==> config.mk <==
export PLATFORM = sky130hd
export DESIGN_NAME = cic_decimate
export DESIGN_NICKNAME = d
export VERILOG_FILES = /design/src/rtl/cic_decimate.sv
export SDC_FILE = /design/constraint.sdc
export NUM_CORES = 2
export LEC_CHECK = 0
export CAP_MARGIN = 20
export CORE_UTILIZATION = 55
export CTS_CLUSTER_DIAMETER = 80
export DETAILED_ROUTE_END_ITERATION = 10
export HOLD_SLACK_MARGIN = 0.02
export MAX_ROUTING_LAYER = met4
export PLACE_DENSITY_LB_ADDON = 0.08
export SYNTH_ARGS = -nofsm -noshare
export SYNTH_HDL_FRONTEND = slang
export SYNTH_SLANG_ARGS = --single-unit
==> constraint.sdc <==
create_clock -name clk -period 9.6 [get_ports clk]
set_input_delay 1.44 -clock clk [delete_from_list [all_inputs] [get_ports clk]]
set_output_delay 1.44 -clock clk [all_outputs]
set_load 0.05 [all_outputs]
==> src/rtl/cic_decimate.sv <==
// CIC decimator: N strobe-gated integrators, run-time decimation factor R,
// N decimated-rate combs with differential delay 1, and gain normalisation
// by truncating the last comb output to WIDTH bits starting at bit
// S = N*ceil(log2 R). The pipeline from the strobe that closes a group to
// strobe_out is N+2 clocks.
module cic_decimate #(
   parameter int WIDTH         = 16,
   parameter int N             = 4,
   parameter int MAX_RATE_LOG2 = 8
) (
   input  logic                    clk,
   input  logic                    reset,
   input  logic                    rate_stb,
   input  logic [8:0]              rate,
   input  logic                    strobe_in,
   input  logic                    last_in,
   input  logic signed [WIDTH-1:0] signal_in,
   output logic                    strobe_out,
   output logic                    last_out,
   output logic signed [WIDTH-1:0] signal_out
);

   // Internal width: enough headroom for a gain of up to (2^MAX_RATE_LOG2)^N.
   localparam int W  = WIDTH + N * MAX_RATE_LOG2;
   localparam int SW = $clog2(W + 1);

   // Rate control and decimation counter
   logic [8:0]          rate_reg;
   logic [8:0]          eff_rate;
   logic [3:0]          rate_log2;
   logic [SW-1:0]       shift_amt;
   logic [8:0]          dec_cnt;
   logic                group_done;

   // Integrator cascade
   logic signed [W-1:0] sig_ext;
   logic signed [W-1:0] integ     [N];
   logic signed [W-1:0] integ_nxt [N];

   // Decimation event, sampled from the last integrator
   logic                ev_valid;
   logic                ev_last;
   logic [SW-1:0]       ev_shift;
   logic                dec_valid;
   logic                dec_last;
   logic [SW-1:0]       dec_shift;
   logic signed [W-1:0] dec_data;

   // Comb pipeline: each stage carries its event's valid/last/shift along.
   logic                stage_valid [N];
   logic                stage_last  [N];
   logic [SW-1:0]       stage_shift [N];
   logic signed [W-1:0] stage_data  [N];
   logic                c_valid     [N];
   logic                c_last      [N];
   logic [SW-1:0]       c_shift     [N];
   logic signed [W-1:0] c_data      [N];
   logic signed [W-1:0] c_delay     [N];

   // Effective decimation factor, its ceil(log2) and the output shift S
   always_comb begin
      if (rate_reg == 9'd0)
         eff_rate = 9'd1;
      else if (rate_reg > 9'd256)
         eff_rate = 9'd256;
      else
         eff_rate = rate_reg;

      rate_log2 = '0;
      for (int i = 0; i < 9; i++) begin
         if ((9'd1 << i) < eff_rate)
            rate_log2 = 4'(i + 1);
      end

      shift_amt  = SW'(N * int'(rate_log2));
      group_done = ((dec_cnt + 9'd1) == eff_rate) || last_in;
   end

   // Integrator next values: the whole cascade settles within one strobe, so
   // with R=1 the output tracks the input sample-for-sample.
   always_comb begin
      sig_ext      = {{(W-WIDTH){signal_in[WIDTH-1]}}, signal_in};
      integ_nxt[0] = integ[0] + sig_ext;
      for (int i = 1; i < N; i++)
         integ_nxt[i] = integ[i] + integ_nxt[i-1];
   end

   // Rate register, decimation counter, integrators and event generation
   always_ff @(posedge clk) begin
      // NOTE: every register here is state, so it is assigned with <= only;
      // a blocking = would let later statements see the new value this cycle.
      if (!reset) begin
         rate_reg <= 9'd1;
         dec_cnt  <= '0;
         ev_valid <= 1'b0;
         ev_last  <= 1'b0;
         ev_shift <= '0;
         for (int i = 0; i < N; i++)
            integ[i] <= '0;
      end else if (rate_stb) begin
         // New rate: restart the integrator path; strobe_in is ignored.
         rate_reg <= rate;
         dec_cnt  <= '0;
         ev_valid <= 1'b0;
         ev_last  <= 1'b0;
         for (int i = 0; i < N; i++)
            integ[i] <= '0;
      end else begin
         ev_valid <= 1'b0;
         ev_last  <= 1'b0;
         if (strobe_in) begin
            for (int i = 0; i < N; i++)
               integ[i] <= integ_nxt[i];
            if (group_done) begin
               dec_cnt  <= '0;
               ev_valid <= 1'b1;
               ev_last  <= last_in;
               ev_shift <= shift_amt;
            end else begin
               dec_cnt <= dec_cnt + 9'd1;
            end
         end
      end
   end

   // Capture the last integrator one clock after the event; this still reads
   // the pre-clear value if a rate_stb lands in the same cycle.
   always_ff @(posedge clk) begin
      if (!reset) begin
         dec_valid <= 1'b0;
         dec_last  <= 1'b0;
         dec_shift <= '0;
         dec_data  <= '0;
      end else begin
         dec_valid <= ev_valid;
         dec_last  <= ev_last;
         dec_shift <= ev_shift;
         if (ev_valid)
            dec_data <= integ[N-1];
      end
   end

   // Route each comb stage's input from the previous stage
   always_comb begin
      stage_valid[0] = dec_valid;
      stage_last[0]  = dec_last;
      stage_shift[0] = dec_shift;
      stage_data[0]  = dec_data;
      for (int i = 1; i < N; i++) begin
         stage_valid[i] = c_valid[i-1];
         stage_last[i]  = c_last[i-1];
         stage_shift[i] = c_shift[i-1];
         stage_data[i]  = c_data[i-1];
      end
   end

   // Comb cascade: each stage steps only when an event reaches it
   always_ff @(posedge clk) begin
      if (!reset) begin
         for (int i = 0; i < N; i++) begin
            c_valid[i] <= 1'b0;
            c_last[i]  <= 1'b0;
            c_shift[i] <= '0;
            c_data[i]  <= '0;
            c_delay[i] <= '0;
         end
      end else begin
         for (int i = 0; i < N; i++) begin
            c_valid[i] <= stage_valid[i];
            c_last[i]  <= stage_valid[i] & stage_last[i];
            c_shift[i] <= stage_shift[i];
            if (stage_valid[i]) begin
               c_data[i]  <= stage_data[i] - c_delay[i];
               c_delay[i] <= stage_data[i];
            end
         end
         // A rate change clears comb history; events in flight keep moving.
         if (rate_stb) begin
            for (int i = 0; i < N; i++)
               c_delay[i] <= '0;
         end
      end
   end

   // Registered outputs: scale by 2^-S, truncate, and pulse strobe_out
   always_ff @(posedge clk) begin
      if (!reset) begin
         strobe_out <= 1'b0;
         last_out   <= 1'b0;
         signal_out <= '0;
      end else begin
         strobe_out <= c_valid[N-1];
         last_out   <= c_valid[N-1] & c_last[N-1];
         if (c_valid[N-1])
            signal_out <= WIDTH'(c_data[N-1] >> c_shift[N-1]);
      end
   end

endmodule

After elaboration in Yosys (flattened, before gate mapping):

Memories as Yosys holds them, arrays and structs flattened.
Index checks and enable logic that the tools add are counted.

* register bits: 96
* bits in latches: 0
* memory bits (writable): 608
* memory bits (read-only): 0
* output and inout bits: 18
* memories kept: 6

Memory list
* c_data: words 4, bits a word 48, read ports 4, clocked after memory_dff 0, write ports 4, line 57 `logic signed [W-1:0] c_data [N];`
* c_delay: words 4, bits a word 48, read ports 4, clocked after memory_dff 0, write ports 4, line 58 `logic signed [W-1:0] c_delay [N];`
* integ: words 4, bits a word 48, read ports 4, clocked after memory_dff 0, write ports 4, line 37 `logic signed [W-1:0] integ [N];`
* c_shift: words 4, bits a word 6, read ports 4, clocked after memory_dff 0, write ports 4, line 56 `logic [SW-1:0] c_shift [N];`
* c_last: words 4, bits a word 1, read ports 4, clocked after memory_dff 0, write ports 4, line 55 `logic c_last [N];`
* c_valid: words 4, bits a word 1, read ports 4, clocked after memory_dff 0, write ports 4, line 54 `logic c_valid [N];`

* add/sub/neg operators: 9
* $mul: 0
* divide/modulo/power cells: 0
* order comparisons: 10
* eq/ne operators: 1
* shift operators: 1
* muxes and demuxes: 66
* bitwise logic cells: 41
* reduce and logical (&&, ||, !) cells: 6

Operator list (count)
* two-way mux 48 bit: 20
* subtractor 48 bit: 4
* adder 48 bit: 3
* adder 48 x 16 -> 48 bit: 1
* right shift 48 x 6 -> 16 bit: 1
* two-way mux 4 bit: 8
* OR 1 bit: 32
* two-way mux 1 bit: 31
* two-way mux 9 bit: 3
* two-way mux 6 bit: 4
* adder 9 x 1 -> 9 bit (second input constant): 1
* equality test 9 bit: 1
* > comparator 9 bit (second input constant): 1
* zero test 9 bit: 1
* < comparator 1 x 9 -> 1 bit (first input constant): 1
* < comparator 2 x 9 -> 1 bit (first input constant): 1
* < comparator 3 x 9 -> 1 bit (first input constant): 1
* < comparator 4 x 9 -> 1 bit (first input constant): 1
* < comparator 5 x 9 -> 1 bit (first input constant): 1
* < comparator 6 x 9 -> 1 bit (first input constant): 1
* < comparator 7 x 9 -> 1 bit (first input constant): 1
* < comparator 8 x 9 -> 1 bit (first input constant): 1
* < comparator 9 bit (first input constant): 1
* bitwise AND 1 bit: 5
* other kinds (6): 9

Logic depth before layout (Yosys ltp):

* depth in word-level cells: 13
* gate-level depth with buffers: 45
* gate-level depth less buffers: 44

Least setup slack after synthesis:

Ideal clock, no wire load.

* path type: in2reg
* start point: input port signal_in[0]
* end point: memory integ[3][47] (netlist bit), data pin
* library setup time: 0.263 ns
* arrival time: 9.541 ns
* path slack: -0.204 ns
* stages on the path: 41
* buffers on the path: 2
* cells stage by stage: ha_1 fa_1 a21o_1 a21oi_1 o21ai_0 a31oi_1 o21ai_0 a31o_2 a21oi_1 o21bai_1 a31oi_1 xnor2_1 ha_1 clkbuf_1 and4_1 nand2_1 a31oi_1 o21ai_0 [... 5 more ...] a21o_1 a21o_1 a21oi_1 inv_1 a221o_1 o21bai_1 o311ai_1 a21oi_1 xor2_1 ha_1 nand2_1 nor2_1 a2111oi_0 o31ai_1 a21oi_1 mux2_2 o21ai_0 o31ai_1

RTL lines
* from (decl): line 17 `input logic signed [WIDTH-1:0] signal_in,`
* to (decl): line 37

==> metrics.txt <==
share of cells above drive strength 1 13.8%; DR WL met2 57700 um; Vias per Instance 5.63; global route total overflow 0; worst-case setup margin in the final layout 386 ps; Peak Freq 0.109 GHz; Mapped Nets 5365; number of non-filler instances in the completed layout 6600; count of vias placed by the detailed router 37200; final hold viol count 0; hpwl dp 87600 um; Hold/Removal Path Class register to register; number of rows created at floorplan 106; worst clock skew 32.6 ps; vias in the first global route 36400; final design instance area without fill 54500 um^2; latest clock arrival within the worst-skew pair 640 ps; pin count of the biggest net entering global routing 67; buffer depth of the longest clock path 3; library cell with the largest summed area after synthesis sky130_fd_sc_hd__edfxtp_1; area of the die 85800 um^2; Antenna Diode Count 0; Worst Hold Launch dec_shift[3]$_SDFF_PN0_; fraction of the core area covered by cells at the end of the flow 65.1%; FF-to-FF End integ[3][47]$_SDFFCE_PN0P_; initial antenna violation count 0; critical setup path kind primary input to register; Final Critical Period 9210 ps; Post-DP Area 51500 um^2; die height 293 um; Synth Flop Type sky130_fd_sc_hd__edfxtp_1; portion of synthesized cell area occupied by the leading cell type 27.9%; transition time at the pin with the least slew margin 982 ps; Mapped Avg Cell Area 9.40 um^2; highest signal layer in the routed design met4; Port Buffers 47; core region area 83700 um^2; nets@finish 5818; signed area change from the synthesized netlist to the final layout 17.2%; required time of the critical path 9970 ps; number of sinks handled by clock tree synthesis 696; Clk Tree Root Cell sky130_fd_sc_hd__clkbuf_16; GRT Overall Usage 27.5%; Worst Setup SP signal_in[4]; global-route wire length before repair 187000 um; hold slack final 430 ps; distinct cell type count of the synthesized netlist 85; Placed Cells 6442; gpl congestion 0.922; H-tree depth reported by CTS 3; critical path capture point type register; Pwr Density 223 nW/um^2; routed wirelength normalized by instance count 17.5 um; crit path DAT 9580 ps; routed wire length 116000 um; synth warn 0; Crit Reg-Reg Startpoint integ[0][4]$_SDFFCE_PN0P_; clock transition time at the flip-flop clock pins of the worst setup and hold paths 60 ps; CTS tree yes; reg2reg path depth 35; worst vdd rail ir drop 0.162 mV; worst hold path cell count 1; starting utilization of the core area 55.6%; Syn Std Cell Area 46500 um^2; synthesized flop and latch total 696; run status complete, no violations; DRC violations left 0; cell type with the highest occurrence count on the critical path sky130_fd_sc_hd__a21oi_1; setup repair after global routing missed its margin true; I/O pin count 48; hold worst-path end c_shift[0][3]$_SDFF_PN0_; Final period util 96.0%; kind of start point of the critical path primary input; initial drt markers 2071; max-capacitance violation count 0; met1 wire length 51000 um; kind of cell adding the most delay to the critical path compound AO/OA/AOI/OAI gates; delay of the slowest cell on the worst path 530 ps; Setup violations, final 0; max-slew violation count 0; antenna-violating nets left 0; leading registers by flop count c_data x192, c_delay x192, integ x192; Reg2Reg Setup Slack 1250 ps; horizontal die dimension 293 um; count of mapped cells out of synthesis 4949; Slew HR 32.8%; worst-path maximum fanout 6; first-pass iteration count of the detailed router 5; FFs w/ async S/R, synth 0%; worst slack at placement -821 ps; slowest stage cell on the critical path sky130_fd_sc_hd__or4_1; worst path bufs/invs 4; number of CTS-inserted buffers 77; top cells by area in the synthesized netlist sky130_fd_sc_hd__edfxtp_1, sky130_fd_sc_hd__dfxtp_1, sky130_fd_sc_hd__ha_1, sky130_fd_sc_hd__mux2i_1, sky130_fd_sc_hd__nor2_1; met3 routed wirelength 3290 um; share of synthesized area occupied by flip-flops and latches 39.2%; reported leakage power 23.8 nW; Post-synth EDFFs 432
-- worst max path at each step --
stage	end	slack, ps	depth (start not counted)
after global placement	integ[3][47]$_SDFFCE_PN0P_	-640	44
after global routing	integ[3][47]$_SDFFCE_PN0P_	-90	43
after CTS	integ[3][47]$_SDFFCE_PN0P_	20	42
after detailed placement	integ[3][47]$_SDFFCE_PN0P_	-820	40
final	integ[3][47]$_SDFFCE_PN0P_	390	36
after floorplan	integ[3][47]$_SDFFCE_PN0P_	10	41
-- cells by family after synthesis --
| group | Yosys count | share of synthesized area (%) |
|---|---|---|
| xor+xnor | 308 | 5.83 |
| buf+inv | 499 | 4.04 |
| flops | 696 | 39.2 |
| fa+ha+maj | 386 | 10.5 |
| compound gates | 1309 | 18.7 |
| simple gates | 1516 | 16.3 |
| mux | 235 | 5.40 |
-- worst reg2reg max path, delay by kind of cell (launching register included) --
kind | cells | cell delay (ps)
multiplexers | 1 | 340
adder cells (fa/ha/maj) | 4 | 1320
XOR/XNOR | 2 | 460
flip-flops | 1 | 370
AO/OA/AOI/OAI | 21 | 4180
buffers and inverters | 3 | 450
AND/OR/NAND/NOR | 4 | 960
-- report_power, final --
part           internal, W  total, W  switching, W  leakage (nW)
clock network      0.00179   0.00306       0.00127          1.24
registers          0.00338   0.00351      0.000131          6.86
logic              0.00276   0.00558       0.00283          15.7
-- cell usage in the layout (no fill, tap or decap), types with 80 or more instances in the layout --
cell | netlist | layout
sky130_fd_sc_hd__buf_4 | 1 | 505
sky130_fd_sc_hd__mux2i_1 | 214 | 214
sky130_fd_sc_hd__nand2_1 | 232 | 231
sky130_fd_sc_hd__nor3_1 | 97 | 95
sky130_fd_sc_hd__and2_1 | 190 | 190
sky130_fd_sc_hd__xor2_1 | 132 | 131
sky130_fd_sc_hd__dfxtp_1 | 264 | 261
sky130_fd_sc_hd__inv_1 | 314 | 311
sky130_fd_sc_hd__ha_1 | 378 | 375
sky130_fd_sc_hd__and3_1 | 107 | 107
sky130_fd_sc_hd__edfxtp_1 | 432 | 432
sky130_fd_sc_hd__xnor2_1 | 175 | 172
sky130_fd_sc_hd__nor2b_1 | 117 | 116
sky130_fd_sc_hd__a21o_1 | 234 | 234
sky130_fd_sc_hd__nor2_1 | 489 | 484
sky130_fd_sc_hd__a21oi_1 | 363 | 352
sky130_fd_sc_hd__o21ai_0 | 205 | 192
sky130_fd_sc_hd__clkbuf_16 | 0 | 80
-- repair_timing --
item,CTS,global route
gates resized for setup,5,59
pin swaps,0,23
hold buffers,0,0
setup endpoints to repair,4,13
setup buffers,0,10
-- cell usage after synthesis, drive strengths merged (19+ instances only) --
cell type	count
xor2	132
nand3	70
clkbuf	166
o31ai	19
or3	21
ha	378
nor2b	117
a21boi	20
a211oi	37
o21bai	77
o211ai	30
mux2i	214
a21o	234
a31oi	48
nand2	232
o21ai	211
nand2b	65
nand4	51
and3	107
and2	190
nor3	97
o21a	52
xnor2	175
edfxtp	432
nor2	489
o211a	20
a21oi	363
dfxtp	264
a22o	38
inv	315
-- cell type report --
| class | instances | area, um^2 |
|---|---|---|
| Fill cell | 6983 | 29200 |
| Multi-Input combinational cell | 3754 | 26700 |
| Sequential cell | 696 | 18300 |
| Timing Repair Buffer | 558 | 4390 |
| Clock buffer | 105 | 2130 |
| Tap cell | 1134 | 1420 |
| Inverter | 315 | 1180 |
| Clock inverter | 38 | 454 |
-- layer usage --
metal / vias to the layer above / global-route usage (%)
li1: 18900 / -
met1: 17500 / 33.4
met2: 584 / 48.0
met3: 217 / 2.69
met4: 0 / 8.67
met5: - / -
-- through the flow --
stage | TNS (ps) | total power (W)
2_1_floorplan | 0 | 0.00677
3_3_place_gp | -4850 | 0.00899
3_5_place_dp | -7470 | 0.00902
4_1_cts | 0 | 0.0121
5_1_grt | -95.5 | 0.0129
6_report | 0 | 0.0122
Note: power is estimated with default switching activity, not from simulation.
